File: src/rtl/router_pkg.sv
// Shared router types: port count and the state encodings of the output-stage merge.
package router_pkg;

    localparam int unsigned NUM_OUT_PORTS = 4;

    typedef enum logic [0:0] {
        IN_IDLE,
        IN_ACK_HI
    } merge_in_state_t;

    typedef enum logic [1:0] {
        OUT_IDLE,
        OUT_REQ_HI,
        OUT_WAIT_LO
    } merge_out_state_t;

    function automatic logic [1:0] rr_advance(input logic [1:0] idx);
        return idx + 2'd1;
    endfunction

endpackage

File: src/rtl/rr_arbiter4.sv
// Combinational round-robin arbiter: first requester at or above rr_ptr, wrapping mod 4.
module rr_arbiter4
    import router_pkg::*;
(
    input  logic [NUM_OUT_PORTS-1:0] req,
    input  logic [1:0]               rr_ptr,
    output logic [NUM_OUT_PORTS-1:0] grant,
    output logic [1:0]               grant_idx
);

    logic [1:0] pos;
    logic       found;

    always_comb begin
        grant     = '0;
        grant_idx = '0;
        found     = 1'b0;
        pos       = '0;
        for (int unsigned i = 0; i < NUM_OUT_PORTS; i++) begin
            pos = rr_ptr + 2'(i);
            if (!found && req[pos]) begin
                found      = 1'b1;
                grant[pos] = 1'b1;
                grant_idx  = pos;
            end
        end
    end

endmodule

File: src/rtl/output_merge4.sv
// 4:1 router output stage: round-robin accept of 4-phase input channels into a FIFO, 4-phase output.
// Define OUTPUT_MERGE4_SYNC_IN_EN to pass in_req and out_ack through 2-flop synchronizers.
module output_merge4
    import router_pkg::*;
#(
    parameter int unsigned N     = 32,
    parameter int unsigned DEPTH = 2
) (
    input  logic                            clk,
    input  logic                            rst,
    input  logic [NUM_OUT_PORTS-1:0]        in_req,
    output logic [NUM_OUT_PORTS-1:0]        in_ack,
    input  logic [NUM_OUT_PORTS-1:0][N-1:0] in_data,
    output logic                            out_req,
    input  logic                            out_ack,
    output logic [N-1:0]                    out_data
);

    localparam int unsigned PTR_W = $clog2(DEPTH);
    localparam int unsigned CNT_W = $clog2(DEPTH + 1);

    logic [NUM_OUT_PORTS-1:0] req_s;
    logic                     ack_s;

`ifdef OUTPUT_MERGE4_SYNC_IN_EN
    logic [NUM_OUT_PORTS-1:0] req_m;
    logic                     ack_m;

    // Bundled data needs no synchronizer: it is held stable until the ack returns.
    always_ff @(posedge clk) begin
        if (rst) begin
            req_m <= '0;
            req_s <= '0;
            ack_m <= 1'b0;
            ack_s <= 1'b0;
        end else begin
            req_m <= in_req;
            req_s <= req_m;
            ack_m <= out_ack;
            ack_s <= ack_m;
        end
    end
`else
    assign req_s = in_req;
    assign ack_s = out_ack;
`endif

    merge_in_state_t          in_state;
    merge_out_state_t         out_state;
    logic [1:0]               rr_ptr;
    logic [1:0]               cur_idx;
    logic [NUM_OUT_PORTS-1:0] grant;
    logic [1:0]               grant_idx;

    logic [N-1:0]             mem [DEPTH];
    logic [PTR_W-1:0]         wr_ptr;
    logic [PTR_W-1:0]         rd_ptr;
    logic [CNT_W-1:0]         count;
    logic                     fifo_full;
    logic                     fifo_empty;
    logic                     push;
    logic                     pop;

    rr_arbiter4 u_arb (
        .req       (req_s),
        .rr_ptr    (rr_ptr),
        .grant     (grant),
        .grant_idx (grant_idx)
    );

    // Full is judged on the pre-pop count, so a same-cycle pop never frees room for a push.
    always_comb begin
        fifo_full  = (count == CNT_W'(DEPTH));
        fifo_empty = (count == '0);
        push       = (in_state == IN_IDLE) && (req_s != '0) && !fifo_full;
        pop        = (out_state == OUT_REQ_HI) && ack_s;
    end

    always_ff @(posedge clk) begin
        if (push) begin
            mem[wr_ptr] <= in_data[grant_idx];
        end
    end

    always_ff @(posedge clk) begin
        if (rst) begin
            wr_ptr <= '0;
            rd_ptr <= '0;
            count  <= '0;
        end else begin
            if (push) begin
                wr_ptr <= wr_ptr + PTR_W'(1);
            end
            if (pop) begin
                rd_ptr <= rd_ptr + PTR_W'(1);
            end
            count <= count + CNT_W'(push) - CNT_W'(pop);
        end
    end

    always_ff @(posedge clk) begin
        if (rst) begin
            in_state <= IN_IDLE;
            in_ack   <= '0;
            cur_idx  <= '0;
            rr_ptr   <= '0;
        end else begin
            case (in_state)
                IN_IDLE: begin
                    if (push) begin
                        in_ack   <= grant;
                        cur_idx  <= grant_idx;
                        rr_ptr   <= rr_advance(grant_idx);
                        in_state <= IN_ACK_HI;
                    end
                end
                IN_ACK_HI: begin
                    if (!req_s[cur_idx]) begin
                        in_ack   <= '0;
                        in_state <= IN_IDLE;
                    end
                end
            endcase
        end
    end

    always_ff @(posedge clk) begin
        if (rst) begin
            out_state <= OUT_IDLE;
            out_req   <= 1'b0;
            out_data  <= '0;
        end else begin
            case (out_state)
                OUT_IDLE: begin
                    if (!fifo_empty) begin
                        out_data  <= mem[rd_ptr];
                        out_req   <= 1'b1;
                        out_state <= OUT_REQ_HI;
                    end
                end
                OUT_REQ_HI: begin
                    if (ack_s) begin
                        out_req   <= 1'b0;
                        out_state <= OUT_WAIT_LO;
                    end
                end
                OUT_WAIT_LO: begin
                    if (!ack_s) begin
                        out_state <= OUT_IDLE;
                    end
                end
                default: begin
                    out_req   <= 1'b0;
                    out_state <= OUT_IDLE;
                end
            endcase
        end
    end

endmodule
File: config.mk
export PLATFORM = sky130hd
export DESIGN_NAME = output_merge4
export DESIGN_NICKNAME = d
export VERILOG_FILES = /design/src/rtl/router_pkg.sv /design/src/rtl/rr_arbiter4.sv /design/src/rtl/output_merge4.sv
export SDC_FILE = /design/constraint.sdc
export NUM_CORES = 1
export LEC_CHECK = 0
export ABC_CLOCK_PERIOD_IN_PS = 9400
export BUFFER_PORTS_ARGS = -buffer_cell sky130_fd_sc_hd__buf_2
export CAP_MARGIN = 20
export CORE_MARGIN = 2
export CORE_UTILIZATION = 40
export DETAILED_ROUTE_END_ITERATION = 10
export PLACE_DENSITY_LB_ADDON = 0.15
export SLEW_MARGIN = 5
export SYNTH_ARGS = -nofsm -noshare
export SYNTH_HDL_FRONTEND = slang
export SYNTH_SLANG_ARGS = --single-unit
File: constraint.sdc
create_clock -name clk -period 9.4 [get_ports clk]
set_clock_uncertainty 0.15 [all_clocks]
set_input_delay 1.88 -clock clk [delete_from_list [all_inputs] [get_ports clk]]
set_output_delay 1.88 -clock clk [all_outputs]
set_load 0.03 [all_outputs]
# After elaboration in Yosys (flattened, before gate mapping)
# Memory sizes are Yosys's and may differ from the RTL's. A register that Yosys moved wholly into a read port is not among the register bits.
# Index checks and enable logic that the tools add are counted.
[word_totals]
input_bits = 135
ram_bits = 64
register_bits = 16
out_inout_bits = 37
memories = 1
elab_cells = 109
[op_classes]
order_cmp = 10
add_sub_neg = 8
eq_ne = 8
n_reduce_logical = 22
n_mux = 45
bitwise = 6
[memory_table]
columns = ["memory", "words", "word_bits", "rd", "rd_clocked_by_memory_dff", "wr", "line_no", "source"]
rows = [
  ["mem", 2, 32, 1, 1, 1, "output_merge4.sv:55", "logic [N-1:0] mem [DEPTH];"],
]
[ops]
columns = ["cell", "count"]
rows = [
  ["32-bit binary-select mux with 2-bit select", 1],
  ["32-bit two-way mux", 1],
  ["4-bit two-way mux", 6],
  ["2-bit by 3-bit < comparator with 1-bit output (second input constant)", 6],
  ["1-bit two-way mux", 17],
  ["2-bit two-way mux", 7],
  ["4-bit bitwise OR", 3],
  ["1-bit binary-select mux with 2-bit select", 5],
  ["1-bit logical AND", 10],
  ["2-bit inequality test (second input constant)", 5],
  ["1-bit demux with 2-bit select", 4],
  ["2-bit by 1-bit greater-or-equal comparator with 1-bit output (second input constant)", 4],
  ["4-bit one-hot mux with 2 select lines", 1],
  ["2-bit one-hot mux with 3 select lines", 1],
  ["2-bit AND reduction", 3],
  ["3-bit AND reduction", 2],
  ["2-bit by 1-bit adder with 2-bit output (second input constant)", 2],
  ["2-bit adder (second input constant)", 2],
  ["2-bit == test (second input constant)", 2],
  ["1-bit logical NOT", 4],
  ["2-bit logical NOT", 2],
  ["4-bit nonzero test", 1],
  ["1-bit NOT", 3],
  ["1-bit one-hot mux with 3 select lines", 1],
  ["other kinds (5)", 6],
]

# Depth between registers and ports, before layout
[logic_depth]
ltp_word = 14
depth_mapped = 12
ltp_nobuf = 10

# Cells and area by module
# A second synthesis with hierarchy kept.
[hier_totals]
hier_cells = 385
hier_area_um2 = 5509.0
[modules_own_cells]
columns = ["mod", "n_inst", "area_per_inst_um2", "cells_per_inst"]
rows = [
  ["output_merge4", 1, 5104.9, 337],
  ["rr_arbiter4", 1, 404.1, 48],
]

# Least setup slack after synthesis
# OpenSTA, ideal clock, no wires.
[synth_path]
kind = "in2reg"
startpoint = "input port in_req[2]"
endpoint = "memory mem[0][0] (enable)"
arrival_time_ns = 4.131
setup_slack_ns = 4.697
required_ns = 8.829
stages = 7
setup_ns = 0.421
path_cell_list = "buf_2 > nor4_1 > a21oi_1 > nor2b_1 > clkbuf_1 > inv_1 > nor2_1"
[synth_between]
elab_chain_len = 5
[synth_lines]
columns = ["element", "line_no", "source"]
rows = [
  ["start, declared", "output_merge4.sv:11", "input logic [NUM_OUT_PORTS-1:0] in_req,"],
  ["4-bit nonzero test", "output_merge4.sv:75", "push = (in_state == IN_IDLE) && (req_s != '0) && !fifo_full;"],
  ["1-bit logical AND (2 in series)", "output_merge4.sv:75", ""],
  ["1-bit two-way mux", "output_merge4.sv:80", "if (push) begin"],
  ["1-bit two-way mux (implied by the code)", "output_merge4.sv:81", "mem[wr_ptr] <= in_data[grant_idx];"],
  ["end, declared", "output_merge4.sv:55", ""],
]
# No other way between the ends.

# Final worst setup path
[layout_path]
startpoint = "input port in_req[2]"
endpoint = "memory mem[0][0], data pin"
[layout_between]
elab_chain_len = 14
elab_cells_between_ends = 23
cone_classes = "mux (17); reduce/logical (6)"
[layout_lines]
columns = ["element", "line_no", "source"]
rows = [
  ["1-bit binary-select mux with 2-bit select", "rr_arbiter4.sv:21", "if (!found && req[pos]) begin"],
  ["1-bit two-way mux (implied by the code)", "rr_arbiter4.sv:21", ""],
  ["1-bit two-way mux", "rr_arbiter4.sv:21", ""],
  ["1-bit logical NOT", "rr_arbiter4.sv:21", ""],
  ["1-bit logical AND", "rr_arbiter4.sv:21", ""],
  ["1-bit two-way mux", "rr_arbiter4.sv:21", ""],
  ["1-bit logical NOT", "rr_arbiter4.sv:21", ""],
  ["1-bit logical AND", "rr_arbiter4.sv:21", ""],
  ["1-bit two-way mux", "rr_arbiter4.sv:21", ""],
  ["1-bit logical NOT", "rr_arbiter4.sv:21", ""],
  ["1-bit logical AND", "rr_arbiter4.sv:21", ""],
  ["2-bit two-way mux (*)", "rr_arbiter4.sv:21", ""],
  ["32-bit binary-select mux with 2-bit select (*)", "output_merge4.sv:81", ""],
  ["32-bit two-way mux (implied by the code) (*)", "output_merge4.sv:81", ""],
]
# Every way passes the cells marked *; elsewhere a longest branch is shown, timed or not. The select of a mux whose other input is x is not followed.

==> metrics.md <==
| Metric | Value |
|---|---|
| Final TNS setup | 0 ns |
| Core area | 0.0127 sq mm |
| Post-synth EDFFs | 64 |
| Io pins | 172 |
| Clock Latency Late Sink | 0.34 ns |
| First-pass GRT wire length | 19.0 mm |
| Initial Util | 41.2% |
| Cts bufs inserted | 9 |
| Mapped Cells | 374 |
| Avg Inst Size Synth | 14.0 sq um |
| Path depth of the worst reg2reg path | 7 |
| CTS Buffer Depth | 2 |
| Crit-path cells | buf_2 > mux4_2 > o211ai_1 > and2_2 > buf_4 > mux4_1 |
| Slew HR | 32.7% |
| Post-DRT Antenna Nets | 0 |
| Via Count | 3,669 |
| TritonCTS clock tree | built |
| Mapped cell area | approximately 0.0052 sq mm |
| Slew Viols, Final | 0 |
| Slew @ Worst Pin | ~1.0 ns |
| Gpl congestion | 0.826 |
| Number of global-route vias before repair | 3,775 |
| Kind of critical path | input pin to flip-flop |
| CP Capture Type | flip-flop |
| Root cell of the clock tree | clkbuf_16 |
| Gr ovfl total | 0 |
| Yosys Warn Count | 0 |
| MaxCap Viol Count | 0 |
| Die Ht | 118 microns |
| Fin. Hold Viols | 0 |
| Num rows | 41 |
| DR vias/cell | 5.18 |
| CTS Hold Bufs | 0 |
| Final core occ | 51.2% |
| Final setup margin | 5.01 ns |
| FFs w/ async S/R, synth | 0% |
| Total GRT Usage | 17.4% |
| Register bit count reported by yosys | 112 |
| Power Density | 383 mW/mm^2 |
| Dpl ws | 4.60 ns |
| Status | completed |
| Buffers on Ports | between 150 and 200 |
| DIE AREA | 0.0140 sq mm |
| LEAKAGE | 2.58 nW |
| H-tree Lvls | 3 |
| Crit path DAT | 4.32 ns |
| Crit path largest cell delay | 0.65 ns |
| Hold Crit Depth | 1 |
| Post-synthesis sequential area ratio | 55.0% |
| Max FO, Critical Path | 34 |
| PostCTS Resize Cnt | 0 |
| Routed WL per cell | 16.6 microns |
| Ys flop type | edfxtp_1 |
| Total Wirelength | around 12 mm |
| Post-synth cell types | 42 |
| Initial antenna violation count | 0 |
| RSZ-0062 raised after global routing | no |
| # clock sinks | about 110 |
| Final period util | 46.7% |
| Final Power | 2.50 mW |
| Req. time, crit path | 9.33 ns |
| Max VDD drop | 0.158 mV |
| P&R area growth vs syn | 24.4% |
| Layout cell share with drive strength beyond 1 | a little over two fifths |
| Startpoint types | input pin |
| DR iter-0 viols | roughly 210 |
| DPL Wire Length | 8.05 mm |
| Syn_nets | 519 |
| Final period demand of the worst path | roughly 4.4 ns |
| WHS | approximately 0.33 ns |
| CTS clock-pin slew for the worst setup and hold paths | 0.07 ns |
| Critical Path Slowest Stage Cell | mux4_1 |
| FMAX | 228 MHz |
| Pin count of the biggest net entering global routing | between 40 and 50 |
| Post-route DRC violation count | 0 |
| Die span in x | 118 microns |
| Ant. Diodes | 0 |
| TritonRoute pass-1 iters | 6 |
| # setup viols final | 0 |
| Hold crit path type | flip-flop to flip-flop |
| Nets | 676 |
| Post-CTS Repair Setup Buffers | 0 |
-- cell families after synthesis --
kind of cell             Yosys count  share of synthesized area (%)
flip-flops                       112                           55.0
AND/OR/NAND/NOR                   80                           7.02
multiplexers                      69                           22.2
AO/OA/AOI/OAI                     63                           8.83
buffers and inverters             35                           3.77
adder cells (fa/ha/maj)           10                           2.39
XOR/XNOR                           5                          0.835
-- synthesized netlist by cell type (2+ instances only) --
library cell / instances / area share (%)
dfxtp_1: 48 / 18
and2_1: 3 / 0.36
a22oi_1: 4 / 0.57
nor2_1: 45 / 3.2
o211ai_1: 2 / 0.29
ha_1: 10 / 2.4
clkbuf_1: 15 / 1.1
nor2b_1: 6 / 0.72
a32o_1: 4 / 0.76
buf_1: 3 / 0.21
buf_6: 2 / 0.43
xnor2_1: 4 / 0.67
nand3_1: 3 / 0.29
a21oi_1: 11 / 1.1
buf_12: 2 / 0.76
a211oi_1: 33 / 4.7
nand2_1: 10 / 0.72
nor3_1: 3 / 0.29
nand2b_1: 4 / 0.48
inv_1: 6 / 0.43
mux4_1: 2 / 1.0
edfxtp_1: 64 / 37
mux4_2: 35 / 15
mux2i_1: 32 / 6.1
buf_2: 6 / 0.57
-- power breakdown --
| part | switching (mW) | leakage (nW) | total, mW | internal (mW) |
|---|---|---|---|---|
| Combinational | 0.668 | 1.42 | 1.15 | 0.485 |
| Sequential | 0.0975 | 1.00 | 0.939 | 0.841 |
| Clock | 0.172 | 0.149 | 0.407 | 0.235 |
-- worst max-delay path: cells and delay by family --
| family | cells | cell delay [ns] |
|---|---|---|
| mux | 2 | 1.25 |
| buf+inv | 2 | 0.69 |
| compound gates | 1 | 0.28 |
| simple gates | 1 | 0.18 |
-- placed cells by master, fill, tap and decap left out, types with 6 or more instances in the layout --
cell type and n:
buf_2 171, mux4_2 35, clkbuf_16 9, nor2_1 44, inv_1 6, mux2i_1 32
nor2b_1 6, a21oi_1 11, a211oi_1 33, nand2_1 9, dfxtp_1 47, ha_1 10
edfxtp_1 64
-- stage by stage --
step                      instance area [sq um]  instances
after floorplan                            5240        374
after global placement                     6180        691
after detailed placement                   6180        691
after CTS                                  6500        707
after global routing                       6520        708
final                                      6520        708
-- registers in the layout, summed over array words and instances, names as in the netlist --
register and count:
in_state 1, rr_ptr 2, in_ack 4, cur_idx 2
out_req 1, count 2, out_state 2, mem 64
out_data 32, rd_ptr 1, wr_ptr 1
-- final cells by class --
cell class                 instances  area [sq um]
clock inverter                     6          92.6
sequential                       112          2880
multi-input combinational        227          2180
inverter                           6          22.5
clock buffer                      10           229
tap                              172           215
timing repair buffer             175           898
fill                            1171          6200
-- final timing paths --
path         startpoint         to  slack, ns
max reg2reg   rr_ptr[0]  mem[0][0]       5.27
min           in_ack[2]  in_ack[2]       0.33
min reg2reg   in_ack[2]  in_ack[2]       0.33
max           in_req[2]  mem[0][0]       5.01
-- metal layers --
metal | wire [microns] | part of all wire (%) | track usage (%)
met3 | 725 | 6.2 | 4.10
met4 | 185 | 1.6 | 7.51
met5 | 0 | 0 | 0
met1 | 5050 | 43 | 21.3
met2 | 5790 | 49 | 29.4
Power figures use the tool's default switching activity.
